===== src/rtl/bus_arbiter2.sv =====
// -----------------------------------------------------------------------------
// bus_arbiter2
// Two-requester bus arbiter with a bounded ownership time.
//
// A requester keeps the bus while it holds its request. If the other side is
// also waiting, ownership is handed over after MAX_HOLD consecutive owned
// cycles. Handing over in that case raises the one-cycle 'handover' pulse.
// While a side owns the bus, its data and rw flag are registered onto the bus
// outputs.
//
// Optional feature (macro ARB_ROUND_ROBIN_EN):
//   defined   : if both sides request while idle, the grant goes to the side
//               that did not own the bus last. A last_owner register tracks
//               this side.
//   undefined : if both sides request while idle, side 0 always wins.
//
// Parameters:
//   SIGNAL_WIDTH  width of the data paths (default 8)
//   MAX_HOLD      maximum consecutive owned cycles while contended (1..15)
//
// Ports:
//   clk                 rising-edge clock
//   rst_n               asynchronous active-low reset
//   req0, req1          level-held bus requests
//   data0_in, data1_in  requester write data
//   rw0, rw1            requester read(1)/write(0) flag
//   gnt0, gnt1          grants (one-hot or both low), decoded from state reg
//   bus_data            registered data of the current owner
//   bus_rw              registered rw of the current owner, 1 when idle
//   bus_valid           high while either requester owns the bus
//   handover            one-cycle pulse on a forced ownership change
// -----------------------------------------------------------------------------
module bus_arbiter2 #(
    parameter int SIGNAL_WIDTH = 8,
    parameter int MAX_HOLD     = 4
) (
    input  logic                    clk,
    input  logic                    rst_n,
    input  logic                    req0,
    input  logic                    req1,
    input  logic [SIGNAL_WIDTH-1:0] data0_in,
    input  logic [SIGNAL_WIDTH-1:0] data1_in,
    input  logic                    rw0,
    input  logic                    rw1,
    output logic                    gnt0,
    output logic                    gnt1,
    output logic [SIGNAL_WIDTH-1:0] bus_data,
    output logic                    bus_rw,
    output logic                    bus_valid,
    output logic                    handover
);

    typedef enum logic [1:0] {
        IDLE = 2'd0,
        OWN0 = 2'd1,
        OWN1 = 2'd2
    } state_t;

    // The hold counter saturates at this value. Reaching it while the other
    // side waits triggers the forced handover.
    localparam logic [3:0] HOLD_LAST = 4'(MAX_HOLD - 1);

    state_t                  state_q, state_d;
    logic [3:0]              hold_cnt_q, hold_cnt_d;
    logic [SIGNAL_WIDTH-1:0] bus_data_q, bus_data_d;
    logic                    bus_rw_q, bus_rw_d;
    logic                    handover_q, handover_d;
`ifdef ARB_ROUND_ROBIN_EN
    logic                    last_owner_q, last_owner_d;
`endif

    always_comb begin
        state_d    = state_q;
        hold_cnt_d = hold_cnt_q;
        handover_d = 1'b0;
        bus_data_d = bus_data_q;
        bus_rw_d   = 1'b1;
`ifdef ARB_ROUND_ROBIN_EN
        last_owner_d = last_owner_q;
`endif

        case (state_q)
            IDLE: begin
                if (req0 && req1) begin
`ifdef ARB_ROUND_ROBIN_EN
                    state_d = last_owner_q ? OWN0 : OWN1;
`else
                    state_d = OWN0;
`endif
                end else if (req0) begin
                    state_d = OWN0;
                end else if (req1) begin
                    state_d = OWN1;
                end
            end
            OWN0: begin
                bus_data_d = data0_in;
                bus_rw_d   = rw0;
                // A voluntary release takes priority over the forced handover.
                // In that case no pulse is raised.
                if (!req0) begin
                    state_d = req1 ? OWN1 : IDLE;
                end else if (req1 && (hold_cnt_q == HOLD_LAST)) begin
                    state_d    = OWN1;
                    handover_d = 1'b1;
                end
            end
            OWN1: begin
                bus_data_d = data1_in;
                bus_rw_d   = rw1;
                if (!req1) begin
                    state_d = req0 ? OWN0 : IDLE;
                end else if (req0 && (hold_cnt_q == HOLD_LAST)) begin
                    state_d    = OWN0;
                    handover_d = 1'b1;
                end
            end
            default: begin
                state_d = IDLE;
            end
        endcase

        // Every state entry restarts the count. Staying in an owned state
        // counts up to HOLD_LAST and then stays there.
        if (state_d != state_q) begin
            hold_cnt_d = 4'd0;
        end else if ((state_q != IDLE) && (hold_cnt_q < HOLD_LAST)) begin
            hold_cnt_d = hold_cnt_q + 4'd1;
        end

`ifdef ARB_ROUND_ROBIN_EN
        if (state_d != state_q) begin
            if (state_d == OWN0) begin
                last_owner_d = 1'b0;
            end else if (state_d == OWN1) begin
                last_owner_d = 1'b1;
            end
        end
`endif
    end

    always_ff @(posedge clk or negedge rst_n) begin
        if (!rst_n) begin
            state_q    <= IDLE;
            hold_cnt_q <= 4'd0;
            bus_data_q <= '0;
            bus_rw_q   <= 1'b1;
            handover_q <= 1'b0;
`ifdef ARB_ROUND_ROBIN_EN
            last_owner_q <= 1'b1;
`endif
        end else begin
            state_q    <= state_d;
            hold_cnt_q <= hold_cnt_d;
            bus_data_q <= bus_data_d;
            bus_rw_q   <= bus_rw_d;
            handover_q <= handover_d;
`ifdef ARB_ROUND_ROBIN_EN
            last_owner_q <= last_owner_d;
`endif
        end
    end

    // Grants and valid are decoded straight from the state register. There is
    // no combinational path from the requests.
    assign gnt0      = (state_q == OWN0);
    assign gnt1      = (state_q == OWN1);
    assign bus_valid = (state_q != IDLE);
    assign bus_data  = bus_data_q;
    assign bus_rw    = bus_rw_q;
    assign handover  = handover_q;

endmodule


===== config.mk =====
export PLATFORM = sky130hd
export DESIGN_NAME = bus_arbiter2
export DESIGN_NICKNAME = d
export VERILOG_FILES = /design/src/rtl/bus_arbiter2.sv
export SDC_FILE = /design/constraint.sdc
export NUM_CORES = 1
export LEC_CHECK = 0
export ABC_AREA = 1
export BUFFER_PORTS_ARGS = -buffer_cell sky130_fd_sc_hd__buf_2
export CORE_MARGIN = 4
export CORE_UTILIZATION = 47
export CTS_CLUSTER_DIAMETER = 30
export CTS_CLUSTER_SIZE = 28
export DETAILED_ROUTE_END_ITERATION = 12
export PLACE_DENSITY = 0.79
export SLEW_MARGIN = 0
export SYNTH_ARGS = -nofsm -noshare
export SYNTH_HDL_FRONTEND = slang
export SYNTH_SLANG_ARGS = --single-unit

===== constraint.sdc =====
create_clock -name clk -period 1.95 [get_ports clk]
set_input_delay 0.0975 -clock clk [delete_from_list [all_inputs] [get_ports clk]]
set_output_delay 0.0975 -clock clk [all_outputs]
set_load 0.01 [all_outputs]

# == Yosys cells after proc, flatten, opt, wreduce, memory -nomap -nowiden ==
# Index checks and enable logic that the tools add are counted.
# W data, S select, Z words.
# word_totals
reg_bits,16
out_inout_bits,13
wordCells,38
input_bits,22
# op_classes
n_lt_le_gt_ge,1
mux,19
reduce_logical,8
add_sub_neg,1
eq_ne,4
# ops
cell,n
$mux W2,8
$pmux W8 S2,1
$mux W4,2
$pmux W2 S3,1
$reduce_bool A2 Y1,3
$mux W1,5
$add A4 B1 Y4 const B,1
$eq A4 B2 Y1 const B,1
$logic_and A1 B1 Y1,4
$lt A4 B2 Y1 const B,1
$pmux W1 S2,2
$eq A2 B1 Y1 const B,1
$eq A2 B2 Y1 const B,1
$logic_not A2 Y1,1
$ne A2 B2 Y1,1

# == Logic depth before layout (Yosys ltp) ==
# Gate-level depths: netlist (run 1).
# logic_depth
word_depth,7
ltp_mapped,13
ltp_nobuf,13

# == Worst setup path after synthesis (run 1) ==
# OpenSTA, ideal clock, no wires.
# synth_path
kind,register -> register
startpoint,register state_q[0]
endpoint,register hold_cnt_q[0]
path_buffers,0
path_stages_with_launch,12
slack_ps,432
arrival_ps,1399
period_less_slack_ps,1518
setup_ps,120
required_time_ps,1830
cell_sequence,dfrtp_1 -> inv_1 -> ha_1 -> inv_2 -> nor2_1 -> nand2_2 -> nand2_2 -> nand2_2 -> nand2_1 -> nand2_1 -> nand2_2 -> nor2_1
# synth_via
elab_cells_between_ends,16
cone_classes,3 x eq/ne; 9 x mux; 4 x reduce/logical
# synth_lines
element,line_no,source
start: declaration,63,"state_t state_q, state_d;"
start signal: assignment,153,state_q <= state_d;
$eq A2 B2 Y1 (*),n/a,
via gnt1,46,"output logic gnt1,"
$pmux W2 S3 (*),82,case (state_q)
$ne A2 B2 Y1 (*),125,if (state_d != state_q) begin
$mux W4 or $reduce_bool A2 Y1 (tied branches),n/a,
end signal: assignment,154,hold_cnt_q <= hold_cnt_d;
end: declaration,64,"logic [3:0] hold_cnt_q, hold_cnt_d;"
# The timed path passes the listed nets; every way through them passes the cells marked *.
# A chain may end at the register's enable or synchronous reset.

# == Worst setup path after layout (run 1) ==
# layout_path
startpoint,register state_q[0]
endpoint,register hold_cnt_q[1]
# layout_via
elab_chain_len,6
elab_cells_between_ends,16
cone_classes,3 x eq/ne; 9 x mux; 4 x reduce/logical
# layout_rtl
element,line_no,source
$mux W2,92,end else if (req1) begin
$mux W2,90,end else if (req0) begin
$mux W2,84,if (req0 && req1) begin
$pmux W2 S3,82,
$ne A2 B2 Y1,125,
$mux W4 or $reduce_bool A2 Y1 (tied branches),n/a,
# Several ways; a longest one is shown, not always the timed one.

==> flow_metrics.env, run 1 <==
export IMPL_drt_wirelength_per_cell_um=10.83
export IMPL_clock_skew_ns=0.007314
export IMPL_met3_usage_pct=3.438
export IMPL_drc=0
export IMPL_grt_remaining_overflow=0
export IMPL_die_h_um=51.69
export IMPL_worstSetupPathType="flip-flop to flip-flop"
export IMPL_max_stage_delay_ns=0.42
export IMPL_clockBufferDepth=2
export IMPL_use_met2_pct=29.03
export IMPL_stdcell_count=179
export IMPL_p_leak_nw=0.6083
export IMPL_portBuffers=34
export IMPL_die_area_um2=2672
export IMPL_core_area_um2=1764
export IMPL_worst_pin_slew_ns=0.5066
export IMPL_finalCritPeriodShare_pct=87.11
export IMPL_ioPinCount=35
export IMPL_synth_cells=117
export IMPL_areaGrowthSynthToFinish_pct=25.94
export IMPL_cp_slowest_cell="dfrtp_1"
export IMPL_grt_pass1_wl_um=3443
export IMPL_drt_first_pass_iters=4
export IMPL_worstPathMaxFanout=9
export IMPL_cap_viol_max_count=0
export IMPL_status="finished, final reports clean"
export IMPL_netlist_area_um2=897.1
export IMPL_yosysWarnings=0
export IMPL_slew_headroom_pct=66.22
export IMPL_fmaxAchievable_mhz=588.7
export IMPL_antenna_found_initial=0
export IMPL_post_synth_num_cell_types=21
export IMPL_cts_buffers_inserted=3
export IMPL_post_cts_buffers=0
export IMPL_r2r_cells=11
export IMPL_cp_arrival_ns=1.89
export IMPL_fin_nets=182
export IMPL_use_met1_pct=20.91
export IMPL_grt_start_max_net_pins=19
export IMPL_drt_iter0_drc=20
export IMPL_clkSlewWorstSetupHoldPaths_ns=0.09
export IMPL_die_w_um=51.69
export IMPL_hold_viol=0
export IMPL_h_tree_depth=1
export IMPL_seq_area_frac_synth_pct=44.77
export IMPL_place_area_um2=1094
export IMPL_hold_slack_ns=0.02640
export IMPL_ir_drop_v=0.0008872
export IMPL_cts_tree="built"
export IMPL_crit_path_start_kind="flip-flop"
export IMPL_dp_cells=174
export IMPL_tns_ns=0
export IMPL_syn_avg_cell_area_um2=7.668
export IMPL_critPathBufInv=2
export IMPL_drv_slew=0
export IMPL_clock_latency_ns=0.29
export IMPL_gp_congestion=0.8558
export IMPL_ant_nets=0
export IMPL_busiest_layer="met2"
export IMPL_crit_path_cell_trace="inv_1 -> ha_1 -> inv_2 -> nor2_1 -> nand2_2 -> nand2_2 -> nand2_2 -> nand2_1 -> nand2_1 -> nand2_2 -> nor2_1"
export IMPL_setup_viol=0
export IMPL_final_util_pct=64.04
export IMPL_required_ns=2.14
export IMPL_hold_class="input pin to flip-flop"
export IMPL_vias=842
export IMPL_start_util_pct=50.85
export IMPL_cpMostUsedCell="nand2_2"
export IMPL_fin_area_um2=1130
export IMPL_cts_sinks=16
export IMPL_period_needed_ns=1.699
export IMPL_syn_nets=144
export IMPL_cp_top_family="simple AND/OR/NAND/NOR gates"
export IMPL_post_cts_resized=0
export IMPL_routed_wl_um=1938
export IMPL_ys_seq_elements=16
export IMPL_cp_num_cells=11
export IMPL_ctsHoldBuffers=1
export IMPL_diodes=0
export IMPL_grt_setup_unrepaired="no"
export IMPL_hpwl_um=1553
export IMPL_via_per_inst=4.704
export IMPL_grt_pass1_vias=836
export IMPL_row_count=15
export IMPL_drive_gt1_share_pct=31.17
export IMPL_p_per_area_nw_per_um2=1445
export IMPL_grt_util_all_layers_pct=17.48
export IMPL_cts_root_buf="clkbuf_4"
export IMPL_end_kind="flip-flop"
export IMPL_hold_depth=3
==> report_power, final <==
| group | total (mW) | switching (mW) | internal (mW) |
|---|---|---|---|
| clock network | 0.180 | 0.101 | 0.0795 |
| registers | 0.546 | 0.0753 | 0.470 |
| logic | 0.907 | 0.547 | 0.359 |
==> flip-flops by register name, summed over array words and instances, names as in the netlist <==
name and cells:
hold_cnt_q 4, handover 1, state_q 2, bus_rw 1, bus_data 8
==> placed cells by master (no fill, tap or decap) <==
cell type | netlist | routed
clkbuf_4 | 0 | 3
a31oi_1 | 8 | 8
nand3_1 | 5 | 5
ha_1 | 5 | 5
dlygate4sd3_1 | 0 | 1
inv_2 | 1 | 1
nor2_2 | 1 | 1
a21oi_1 | 1 | 1
dfstp_2 | 1 | 1
nand3_2 | 1 | 1
inv_1 | 13 | 13
nor2_4 | 1 | 1
nand2_2 | 4 | 4
buf_4 | 0 | 1
mux2_2 | 1 | 1
xor2_1 | 1 | 1
buf_2 | 1 | 34
dfrtp_1 | 15 | 15
clkbuf_1 | 1 | 1
o211ai_1 | 1 | 1
o21ai_0 | 1 | 1
nor2_1 | 21 | 21
nand2_1 | 33 | 33
==> synthesized netlist by cell type <==
cell type	count	area share, %
a31oi_1	8	5.6
nand2_2	4	2.8
dfstp_2	1	2.9
inv_1	13	5.4
nor2_1	21	8.8
clkbuf_1	1	0.42
dfrtp_1	15	42
a21oi_1	1	0.56
buf_1	1	0.42
xor2_1	1	0.98
o211ai_1	1	0.84
mux2_2	1	1.3
ha_1	5	7.0
inv_2	1	0.42
nand2_1	33	14
nand3_2	1	1.1
nor2_2	1	0.70
nor2_4	1	1.3
buf_2	1	0.56
nand3_1	5	2.8
o21ai_0	1	0.56
==> worst register-to-register path: cells and delay by family (launching register included) <==
| kind | cells | cell delay [ns] |
|---|---|---|
| simple gates | 8 | 0.58 |
| flops | 1 | 0.42 |
| fa+ha+maj | 1 | 0.31 |
| buf+inv | 2 | 0.29 |
==> routing by layer <==
layer / wire length (um) / part of all wire (%)
met1: 875 / 45
met4: 48 / 2.5
met5: 0 / 0
met3: 79 / 4.1
met2: 934 / 48
==> cell families after synthesis <==
kind of cell | share of synthesized area (%)
compound gates | 7.531
flops | 44.77
simple gates | 31.24
buf+inv | 7.251
xor+xnor | 0.9765
fa+ha+maj | 6.974
mux | 1.255
==> stage by stage <==
step | setup WS (ns) | power [mW]
after CTS | 0.2333 | 1.658
after floorplan | 0.4319 | 1.197
final | 0.2514 | 1.633
after detailed placement | 0.2538 | 1.467
after global routing | 0.01370 | 1.802
after global placement | 0.3280 | 1.441
==> final timing paths <==
check,start,end,slack (ns)
worst max register to register,state_q[0],hold_cnt_q[1],0.25
worst min register to register,bus_data[3],bus_data[3],0.54
worst max-delay path,state_q[0],hold_cnt_q[1],0.25
worst min-delay path,rw1,bus_rw,0.03
max in group asynchronous,rst_n,bus_rw,1.39
min in group asynchronous,rst_n,bus_data[5],0.25
==> final cells by class <==
| cell class | count | area (um^2) |
|---|---|---|
| Timing Repair Buffer | 36 | 187.7 |
| Sequential cell | 16 | 401.6 |
| Multi-Input combinational cell | 84 | 430.4 |
| Tap cell | 25 | 31.28 |
| Fill cell | 173 | 634.4 |
| Clock buffer | 4 | 26.28 |
| Inverter | 14 | 52.55 |
Note: power is estimated with default switching activity, not from simulation.
==> run 2: changes to the inputs <==
- CELL_PAD_IN_SITES_DETAIL_PLACEMENT: unset -> 1
- CELL_PAD_IN_SITES_GLOBAL_PLACEMENT: unset -> 1
- CORE_UTILIZATION: 47 -> 33
==> flow_metrics.env, run 2 (synthesis gave the netlist of run 1 again) <==
export IMPL_status="finished, final reports clean"
export IMPL_ir_drop_v=0.0006274
export IMPL_cts_buffers_inserted=3
export IMPL_row_count=18
export IMPL_clockBufferDepth=2
export IMPL_final_util_pct=45.03
export IMPL_cpMostUsedCell="nand2_1"
export IMPL_drt_iter0_drc=9
export IMPL_areaGrowthSynthToFinish_pct=27.75
export IMPL_tns_ns=0
export IMPL_cp_slowest_cell="dfrtp_1"
export IMPL_ant_nets=0
export IMPL_routed_wl_um=2358
export IMPL_via_per_inst=4.746
export IMPL_p_seq_share_pct=32.5
export IMPL_grt_util_all_layers_pct=15.16
export IMPL_r2r_end="hold_cnt_q[0]"
export IMPL_hold_viol=0
export IMPL_finalCritPeriodShare_pct=88.93
export IMPL_vias=878
export IMPL_grt_pass1_vias=926
export IMPL_cts_tree="built"
export IMPL_antenna_found_initial=0
export IMPL_drv_slew=0
export IMPL_min_from="rw1"
export IMPL_grt_start_max_net_pins=19
export IMPL_drive_gt1_share_pct=32.26
export IMPL_cp_arrival_ns=1.91
export IMPL_final_common_cell="buf_2"
export IMPL_clock_power_share_pct=10.8
export IMPL_nFillCells=347
export IMPL_crit_path_cell_trace="inv_1 -> ha_2 -> nand2_1 -> nor2_1 -> nand2_1 -> nand2_1 -> inv_1 -> nand2_2 -> nand2_2 -> nand2_1 -> nand2_1 -> nand2_2 -> nor2_1"
export IMPL_hold_class="input pin to flip-flop"
export IMPL_hpwl_um=1931
export IMPL_diodes=0
export IMPL_hold_depth=3
export IMPL_grt_remaining_overflow=0
export IMPL_clock_latency_ns=0.28
export IMPL_required_ns=2.13
export IMPL_p_leak_nw=0.6118
export IMPL_ioPinCount=35
export IMPL_max_stage_delay_ns=0.46
export IMPL_h_tree_depth=1
export IMPL_fin_nets=183
export IMPL_pwr_share_comb_pct=56.7
export IMPL_gp_congestion=0.7804
export IMPL_p_sw_share_pct=45.54
export IMPL_hold_slack_ns=0.02229
export IMPL_grt_setup_unrepaired="no"
export IMPL_cts_root_buf="clkbuf_4"
export IMPL_die_h_um=60.14
export IMPL_clock_skew_ns=0.001064
export IMPL_cap_viol_max_count=0
export IMPL_drc=0
export IMPL_die_area_um2=3617
export IMPL_worstPathMaxFanout=6
export IMPL_worst_pin_slew_ns=0.3639
export IMPL_die_w_um=60.14
export IMPL_end_kind="flip-flop"
export IMPL_hold_path_endpoint="bus_rw"
export IMPL_timing_rr_start="state_q[1]"
export IMPL_setup_viol=0
export IMPL_final_cell_mix="buf_2, nand2_1, nor2_1"
export IMPL_rrSetupSlack_ns=0.22
export IMPL_portBuffers=34
export IMPL_p_per_area_nw_per_um2=1478
export IMPL_cts_sinks=16
export IMPL_p_switching_uw=771.2
export IMPL_largest_register_ffs=8
export IMPL_intPower_uw=922.4
export IMPL_drt_first_pass_iters=4
export IMPL_crit_path_start_kind="flip-flop"
export IMPL_start_util_pct=35.25
export IMPL_fmaxAchievable_mhz=576.6
export IMPL_r2r_cells=13
export IMPL_drt_wirelength_per_cell_um=12.75
export IMPL_slew_headroom_pct=75.74
export IMPL_worstSetupPathType="flip-flop to flip-flop"
export IMPL_grt_pass1_wl_um=4126
export IMPL_clkSlewWorstSetupHoldPaths_ns=0.09
export IMPL_core_area_um2=2545
export IMPL_period_needed_ns=1.734
[run 2: changes by cell type in the layout (fill, tap and decap cells not counted)]
cell | previous run | this run
ha_2 | 0 | 1
buf_4 | 1 | 2
ha_1 | 5 | 4
[run 2: metrics by stage]
stage / total power [mW] / instance area [um^2] / instances / setup WS [ns]
3_3_place_gp: 1.480 / 1107 / 180 / 0.2932
2_1_floorplan: 1.197 / 897.1 / 117 / 0.4319
6_report: 1.694 / 1146 / 185 / 0.2158
5_1_grt: 1.886 / 1146 / 185 / 0.02441
4_1_cts: 1.724 / 1144 / 185 / 0.1404
3_5_place_dp: 1.530 / 1107 / 180 / 0.1853
[run 2: power by group through the flow]
stage / Combinational, mW / Clock, mW / Sequential, mW
2_1_floorplan: 0.606 / 0 / 0.590
3_3_place_gp: 0.931 / 0 / 0.549
3_5_place_dp: 0.974 / 0 / 0.555
4_1_cts: 0.980 / 0.193 / 0.551
5_1_grt: 1.10 / 0.218 / 0.569
6_report: 0.960 / 0.183 / 0.551
[run 2: how the worst max path moves through the flow]
stage,startpoint,end
after global routing,state_q[1],hold_cnt_q[0]
after floorplan,state_q[0],hold_cnt_q[0]
after CTS,state_q[1],hold_cnt_q[0]
final,state_q[1],hold_cnt_q[0]
after global placement,state_q[1],hold_cnt_q[0]
after detailed placement,state_q[1],hold_cnt_q[0]
[run 2: timing repair]
item / CTS / global route
hold buffers: 1 / 0
gates resized for setup: 0 / 1
setup endpoints to repair: 0 / 4
setup buffers: 0 / 0
hold endpoints to repair: 15 / 0
[run 2: area by class of cell]
cell class                      count  area, um^2  share of cell area [%]
Tap cell                           30       37.54                   3.275
Inverter                           14       52.55                   4.585
Multi-Input combinational cell     84       432.9                   37.77
Clock buffer                        4       26.28                   2.293
Timing Repair Buffer               37       195.2                   17.03
Sequential cell                    16       401.6                   35.04
[run 2: critical path, delay by kind of cell (launching register included)]
family | cells | cell delay, ns
simple gates | 10 | 0.67
flops | 1 | 0.46
buf+inv | 2 | 0.23
fa+ha+maj | 1 | 0.27
[run 2: routing by layer]
metal / vias up / share of wire, % / GRT usage, %
met5: - / 0 / 0
met4: 0 / 0.98 / 6.646
met3: 4 / 4.7 / 2.160
met2: 26 / 49 / 24.85
met1: 407 / 45 / 19.61
li1: 441 / - / -
